### src/rtl/bip_pkg.sv
// Shared definitions for the BIP control unit: opcodes, FSM states, accumulator source select codes.
package bip_pkg;

    localparam logic [4:0] OP_HLT  = 5'b00000;
    localparam logic [4:0] OP_STO  = 5'b00001;
    localparam logic [4:0] OP_LD   = 5'b00010;
    localparam logic [4:0] OP_LDI  = 5'b00011;
    localparam logic [4:0] OP_ADD  = 5'b00100;
    localparam logic [4:0] OP_ADDI = 5'b00101;
    localparam logic [4:0] OP_SUB  = 5'b00110;
    localparam logic [4:0] OP_SUBI = 5'b00111;
    localparam logic [4:0] OP_BEQ  = 5'b01000;
    localparam logic [4:0] OP_BNE  = 5'b01001;
    localparam logic [4:0] OP_JMP  = 5'b01010;

    localparam logic [1:0] SELA_RAM = 2'b00;
    localparam logic [1:0] SELA_IMM = 2'b01;
    localparam logic [1:0] SELA_ALU = 2'b10;

    typedef enum logic [1:0] {
        ST_IDLE = 2'b00,
        ST_RUN  = 2'b01,
        ST_HALT = 2'b10
    } state_t;

endpackage

### src/rtl/bip_program_counter.sv
// Program counter register: load-zero wins over everything; when enabled, a target load wins
// over increment; increment wraps modulo 2^AW.
module bip_program_counter #(
    parameter int AW = 11
) (
    input  logic          clk,
    input  logic          reset,
    input  logic          en,
    input  logic          load_zero,
    input  logic          load_target,
    input  logic          incr,
    input  logic [AW-1:0] target,
    output logic [AW-1:0] pc
);

    always_ff @(posedge clk or posedge reset) begin
        if (reset) begin
            pc <= '0;
        end else if (load_zero) begin
            pc <= '0;
        end else if (en) begin
            if (load_target) begin
                pc <= target;
            end else if (incr) begin
                pc <= pc + AW'(1);
            end
        end
    end

endmodule

### src/rtl/bip_control_unit.sv
// BIP sequencer: run/halt FSM, PC, decoder and sticky illegal-opcode flag; one instruction per unstalled RUN cycle.
// Define BIP_BRANCH_EN to decode BEQ/BNE/JMP; otherwise those opcodes are illegal NOPs.
module bip_control_unit
    import bip_pkg::*;
#(
    parameter int AW = 11,
    parameter int OW = 11
) (
    input  logic          clk,
    input  logic          reset,
    input  logic          Start,
    input  logic          Stall,
    input  logic [4:0]    OpCode,
    input  logic [OW-1:0] Operand,
    input  logic          AccZero,
    output logic [AW-1:0] Addr,
    output logic [1:0]    SelA,
    output logic          SelB,
    output logic          WrAcc,
    output logic          Op,
    output logic          WrRam,
    output logic          RdRam,
    output logic          Halted,
    output logic          Illegal
);

    state_t state, state_nxt;
    logic   retire;
    logic   pc_load_zero, pc_load_target, pc_incr;
    logic   illegal_set, illegal_clr;

`ifndef BIP_BRANCH_EN
    logic unused_inputs;
    assign unused_inputs = ^{AccZero, Operand};
`endif

    assign retire = (state == ST_RUN) && !Stall;

    always_comb begin
        state_nxt      = state;
        pc_load_zero   = 1'b0;
        pc_load_target = 1'b0;
        pc_incr        = 1'b0;
        illegal_set    = 1'b0;
        illegal_clr    = 1'b0;
        SelA           = SELA_RAM;
        SelB           = 1'b0;
        WrAcc          = 1'b0;
        Op             = 1'b0;
        WrRam          = 1'b0;
        RdRam          = 1'b0;

        case (state)
            ST_IDLE: begin
                if (Start) begin
                    state_nxt    = ST_RUN;
                    pc_load_zero = 1'b1;
                end
            end
            ST_HALT: begin
                if (Start) begin
                    state_nxt    = ST_RUN;
                    pc_load_zero = 1'b1;
                    illegal_clr  = 1'b1;
                end
            end
            ST_RUN: begin
                if (retire) begin
                    pc_incr = 1'b1;
                    case (OpCode)
                        OP_HLT: begin
                            pc_incr   = 1'b0;
                            state_nxt = ST_HALT;
                        end
                        OP_STO:  WrRam = 1'b1;
                        OP_LD: begin
                            RdRam = 1'b1;
                            SelA  = SELA_RAM;
                            WrAcc = 1'b1;
                        end
                        OP_LDI: begin
                            SelA  = SELA_IMM;
                            WrAcc = 1'b1;
                        end
                        OP_ADD, OP_SUB: begin
                            RdRam = 1'b1;
                            SelB  = 1'b1;
                            SelA  = SELA_ALU;
                            WrAcc = 1'b1;
                            Op    = (OpCode == OP_SUB);
                        end
                        OP_ADDI, OP_SUBI: begin
                            SelA  = SELA_ALU;
                            WrAcc = 1'b1;
                            Op    = (OpCode == OP_SUBI);
                        end
`ifdef BIP_BRANCH_EN
                        OP_BEQ:  pc_load_target = AccZero;
                        OP_BNE:  pc_load_target = !AccZero;
                        OP_JMP:  pc_load_target = 1'b1;
`endif
                        default: illegal_set = 1'b1;
                    endcase
                end
            end
            default: state_nxt = ST_IDLE;
        endcase
    end

    always_ff @(posedge clk or posedge reset) begin
        if (reset) begin
            state <= ST_IDLE;
        end else begin
            state <= state_nxt;
        end
    end

    always_ff @(posedge clk or posedge reset) begin
        if (reset) begin
            Illegal <= 1'b0;
        end else if (illegal_clr) begin
            Illegal <= 1'b0;
        end else if (illegal_set) begin
            Illegal <= 1'b1;
        end
    end

    assign Halted = (state == ST_HALT);

    bip_program_counter #(.AW(AW)) u_pc (
        .clk         (clk),
        .reset       (reset),
        .en          (retire),
        .load_zero   (pc_load_zero),
        .load_target (pc_load_target),
        .incr        (pc_incr),
        .target      (Operand[AW-1:0]),
        .pc          (Addr)
    );

endmodule

### config.mk
export PLATFORM = sky130hd
export DESIGN_NAME = bip_control_unit
export DESIGN_NICKNAME = d
export VERILOG_FILES = /design/src/rtl/bip_pkg.sv /design/src/rtl/bip_program_counter.sv /design/src/rtl/bip_control_unit.sv
export SDC_FILE = /design/constraint.sdc
export NUM_CORES = 1
export LEC_CHECK = 0
export CORE_ASPECT_RATIO = 1.25
export CORE_MARGIN = 4
export CORE_UTILIZATION = 47
export CTS_BUF_LIST = sky130_fd_sc_hd__clkbuf_8
export CTS_CLUSTER_DIAMETER = 80
export DETAILED_ROUTE_END_ITERATION = 16
export GPL_TIMING_DRIVEN = 0
export PLACE_DENSITY = 0.88
export SYNTH_ARGS = -nofsm -noshare
export SYNTH_HDL_FRONTEND = slang
export SYNTH_HIERARCHICAL = 1
export SYNTH_SLANG_ARGS = --single-unit
export TNS_END_PERCENT = 50
### constraint.sdc
create_clock -name clk -period 2.3 [get_ports clk]
set_input_delay 0.23 -clock clk [delete_from_list [all_inputs] [get_ports clk]]
set_output_delay 0.23 -clock clk [all_outputs]
set_load 0.01 [all_outputs]
==> metrics <==
DIE WIDTH=around 48 um; Yosys cell types=41; PwrDens=849 nW/um^2; Die Span Y=approximately 60 um; Post-Syn Area per Cell=8.50 um^2; crit path time final=around 2.2 ns; hold slack=about 0.18 ns; Slew Viols, Final=0; clock share of power=between 10% and 20%; Crit. End Element=output port; Crit path largest cell delay=roughly 0.56 ns; TritonCTS Buffers=3; hpwl dp=2110 um; Sequential Power Share=between 30% and 40%; vias in the first global route=1,038; CTS tree=built; CTS sink count=14; layout cells sized above 1=approximately a tenth; CP required=just over 2 ns; DRC=0; CP Data Arrival Time=a little under 2 ns; Int Pwr=0.000753 W; Crit Path Max Fanout=4; RSZ-0062 raised after global routing=false; die area=between 2000 and 3000 um^2; Sw Ratio=between 30% and 40%; reg2reg path depth=7; gpl congestion=about 0.79; port buffer count=39; Root Driver=clkbuf_8; final period utilization=96.4%; Synth Warn #=6; dpl ws=-0.157 ns; H-tree levels=1; GR Util All Layers=19.7%; clk buf depth=2; first-pass GRT wire length=between 4000 and 5000 um; status=complete, no violations; R2R setup slack=~0.47 ns; number of max-cap violations=0; Core Footprint=1960 um^2; leakage power=0.599 nW; initial antenna violation count=0; Syn Inst Count=roughly 110; Synth Register Bits=14; Logic pwr share=46.1%; CP cell instances=nand2b_4 > or4_4 > nor3_1 > clkdlybuf4s50_1; Worst R2R End=u_pc/pc[6]; Final Hold Vio Count=0; post-route ant nets=0; clock skew=between 0.001 and 0.0015 ns; NetSw=about 0.00047 W; Initial Util=between 40% and 50%; final setup margin=0.0819 ns; Util after Layout=about three quarters; Design Power=approximately 0.0012 W; final wirelength=between 2000 and 3000 um; Clock Latency Late Sink=roughly 0.24 ns; Nets=between 150 and 200; n_diodes=0; DR WL/cell=15.7 um; clock-pin slew on the worst setup and hold paths=0.05 ns; Hold Crit Class=in -> async; Mapped Area=a little under 1000 um^2; highest clock rate=0.451 GHz; Worst setup SP type=flip-flop; # fillers=150; Finish-stage setup viols=0; Iter 0 DRT Violations=52; largest net degree at the start of global routing=12; worst r2r src=state[0]; area grow syn2layout=49.6%; # rows=18; Vias/cell=5.99; sequential-to-total area share from yosys stat=between 30% and 40%; via count=roughly 1,100; Pre-antenna DRT Iters=4; setup TNS=0 ns; num ports=between 40 and 50; gr ovfl total=0; slowest CP cell=clkdlybuf4s50_1; Setup CP Type=reg -> out; Max IR drop VDD=around 610 uV
[how the worst max path moves through the flow]
stage | startpoint | end | slack [ns] | cells past startpoint
floorplan | OpCode[1] | u_pc/pc[5] | 0.57 | 7
global placement | OpCode[0] | u_pc/pc[6] | -0.07 | 8
detailed placement | OpCode[0] | u_pc/pc[6] | -0.16 | 8
CTS | state[1] | SelB | 0.03 | 4
global route | state[1] | RdRam | 0.02 | 4
finish | state[1] | RdRam | 0.08 | 4
[cells in the final DEF (no fill, tap or decap), types with 3 or more instances in the layout]
cell type / count
o21ai_1: 4
a21oi_1: 7
nor4_1: 5
clkdlybuf4s50_1: 35
o21bai_1: 3
o21ai_0: 5
nor2_1: 10
o2bb2ai_1: 3
conb_1: 4
nand2_1: 11
dfrtp_1: 14
nor2b_1: 3
clkbuf_8: 3
nor3_1: 6
inv_1: 3
[metrics by stage]
stage	instance area, um^2	instances
floorplan	972	116
global placement	1390	175
detailed placement	1390	175
CTS	1430	178
global route	1440	178
finish	1440	178
[layer usage]
metal / vias to the layer above / GRT usage, % / routed length, um
met5: - / 0 / 0
met3: 2 / 5.06 / 209
met2: 49 / 35.4 / 1520
li1: 512 / - / -
met1: 503 / 21.2 / 1050
met4: 0 / 9.49 / 14
[critical path, delay by kind of cell, from the launching register on]
family                 cells  cell delay [ns]
buffers and inverters      1             0.56
DFF                        1             0.41
and+or+nand+nor            3             0.77
[cell families (layout without fill, tap and decap cells)]
group | Yosys count | in the layout | share of synthesized area, %
buffers and inverters | 7 | 49 | 2.86
AND/OR/NAND/NOR | 55 | 55 | 34.8
adder cells (fa/ha/maj) | 1 | 1 | 1.30
other | 1 | 4 | 0.390
flip-flops | 14 | 14 | 36.5
XOR/XNOR | 1 | 1 | 0.912
multiplexers | 1 | 1 | 1.04
AO/OA/AOI/OAI | 33 | 33 | 22.3
[cell usage after synthesis (all sizes together)]
cell,number,share of area [%]
conb,1,0.39
nor3,7,4.2
a32oi,1,0.91
o22ai,1,0.65
and2,1,0.65
inv,3,1.2
nand4bb,1,1.2
nand2b,3,2.7
nor3b,2,2.6
o2bb2ai,3,2.7
dfrtp,14,36
nand3,2,1.6
nand2,11,4.3
a21o,1,0.78
a21oi,7,3.6
and3,2,1.3
o21a,1,0.78
nand4,2,1.3
clkbuf,2,0.78
o21bai,3,2.3
xnor2,1,0.91
o311ai,2,1.8
a22oi,2,1.6
ha,1,1.3
and2b,1,0.91
o31a,2,1.8
o21ai,10,5.2
nor2b,3,2.0
nor2,10,3.9
buf,2,0.91
nor4,6,4.6
or2,2,1.3
mux2i,1,1.0
or4,2,2.3
[layout make-up]
| type | count | area [um^2] | share of cell area (%) |
|---|---|---|---|
| multi-input cells | 95 | 598 | 41.6 |
| repair buffers | 39 | 393 | 27.3 |
| flip-flops and latches | 14 | 350 | 24.4 |
| clock buffers | 3 | 41.3 | 2.87 |
| well taps | 20 | 25.0 | 1.74 |
| plain buffers | 4 | 18.8 | 1.31 |
| inverters | 3 | 11.3 | 0.783 |
[state kept, by name (all words and copies together), names as in the netlist]
| signal | cells |
|---|---|
| Illegal | 1 |
| state | 2 |
| u_pc/pc | 11 |
[power groups by stage]
stage	registers (W)	clock network [W]	logic, W
2_1_floorplan	0.000476	0	0.000250
3_3_place_gp	0.000455	0	0.000530
3_5_place_dp	0.000462	0	0.000552
4_1_cts	0.000462	0.000200	0.000555
5_1_grt	0.000480	0.000216	0.000607
6_report	0.000463	0.000194	0.000563
[what timing repair did]
item,CTS,global route
buffers inserted,0,0
endpoints found under the setup margin,2,3
gates resized for setup,2,4
hold buffers,0,0
Note: power is estimated with default switching activity, not from simulation.
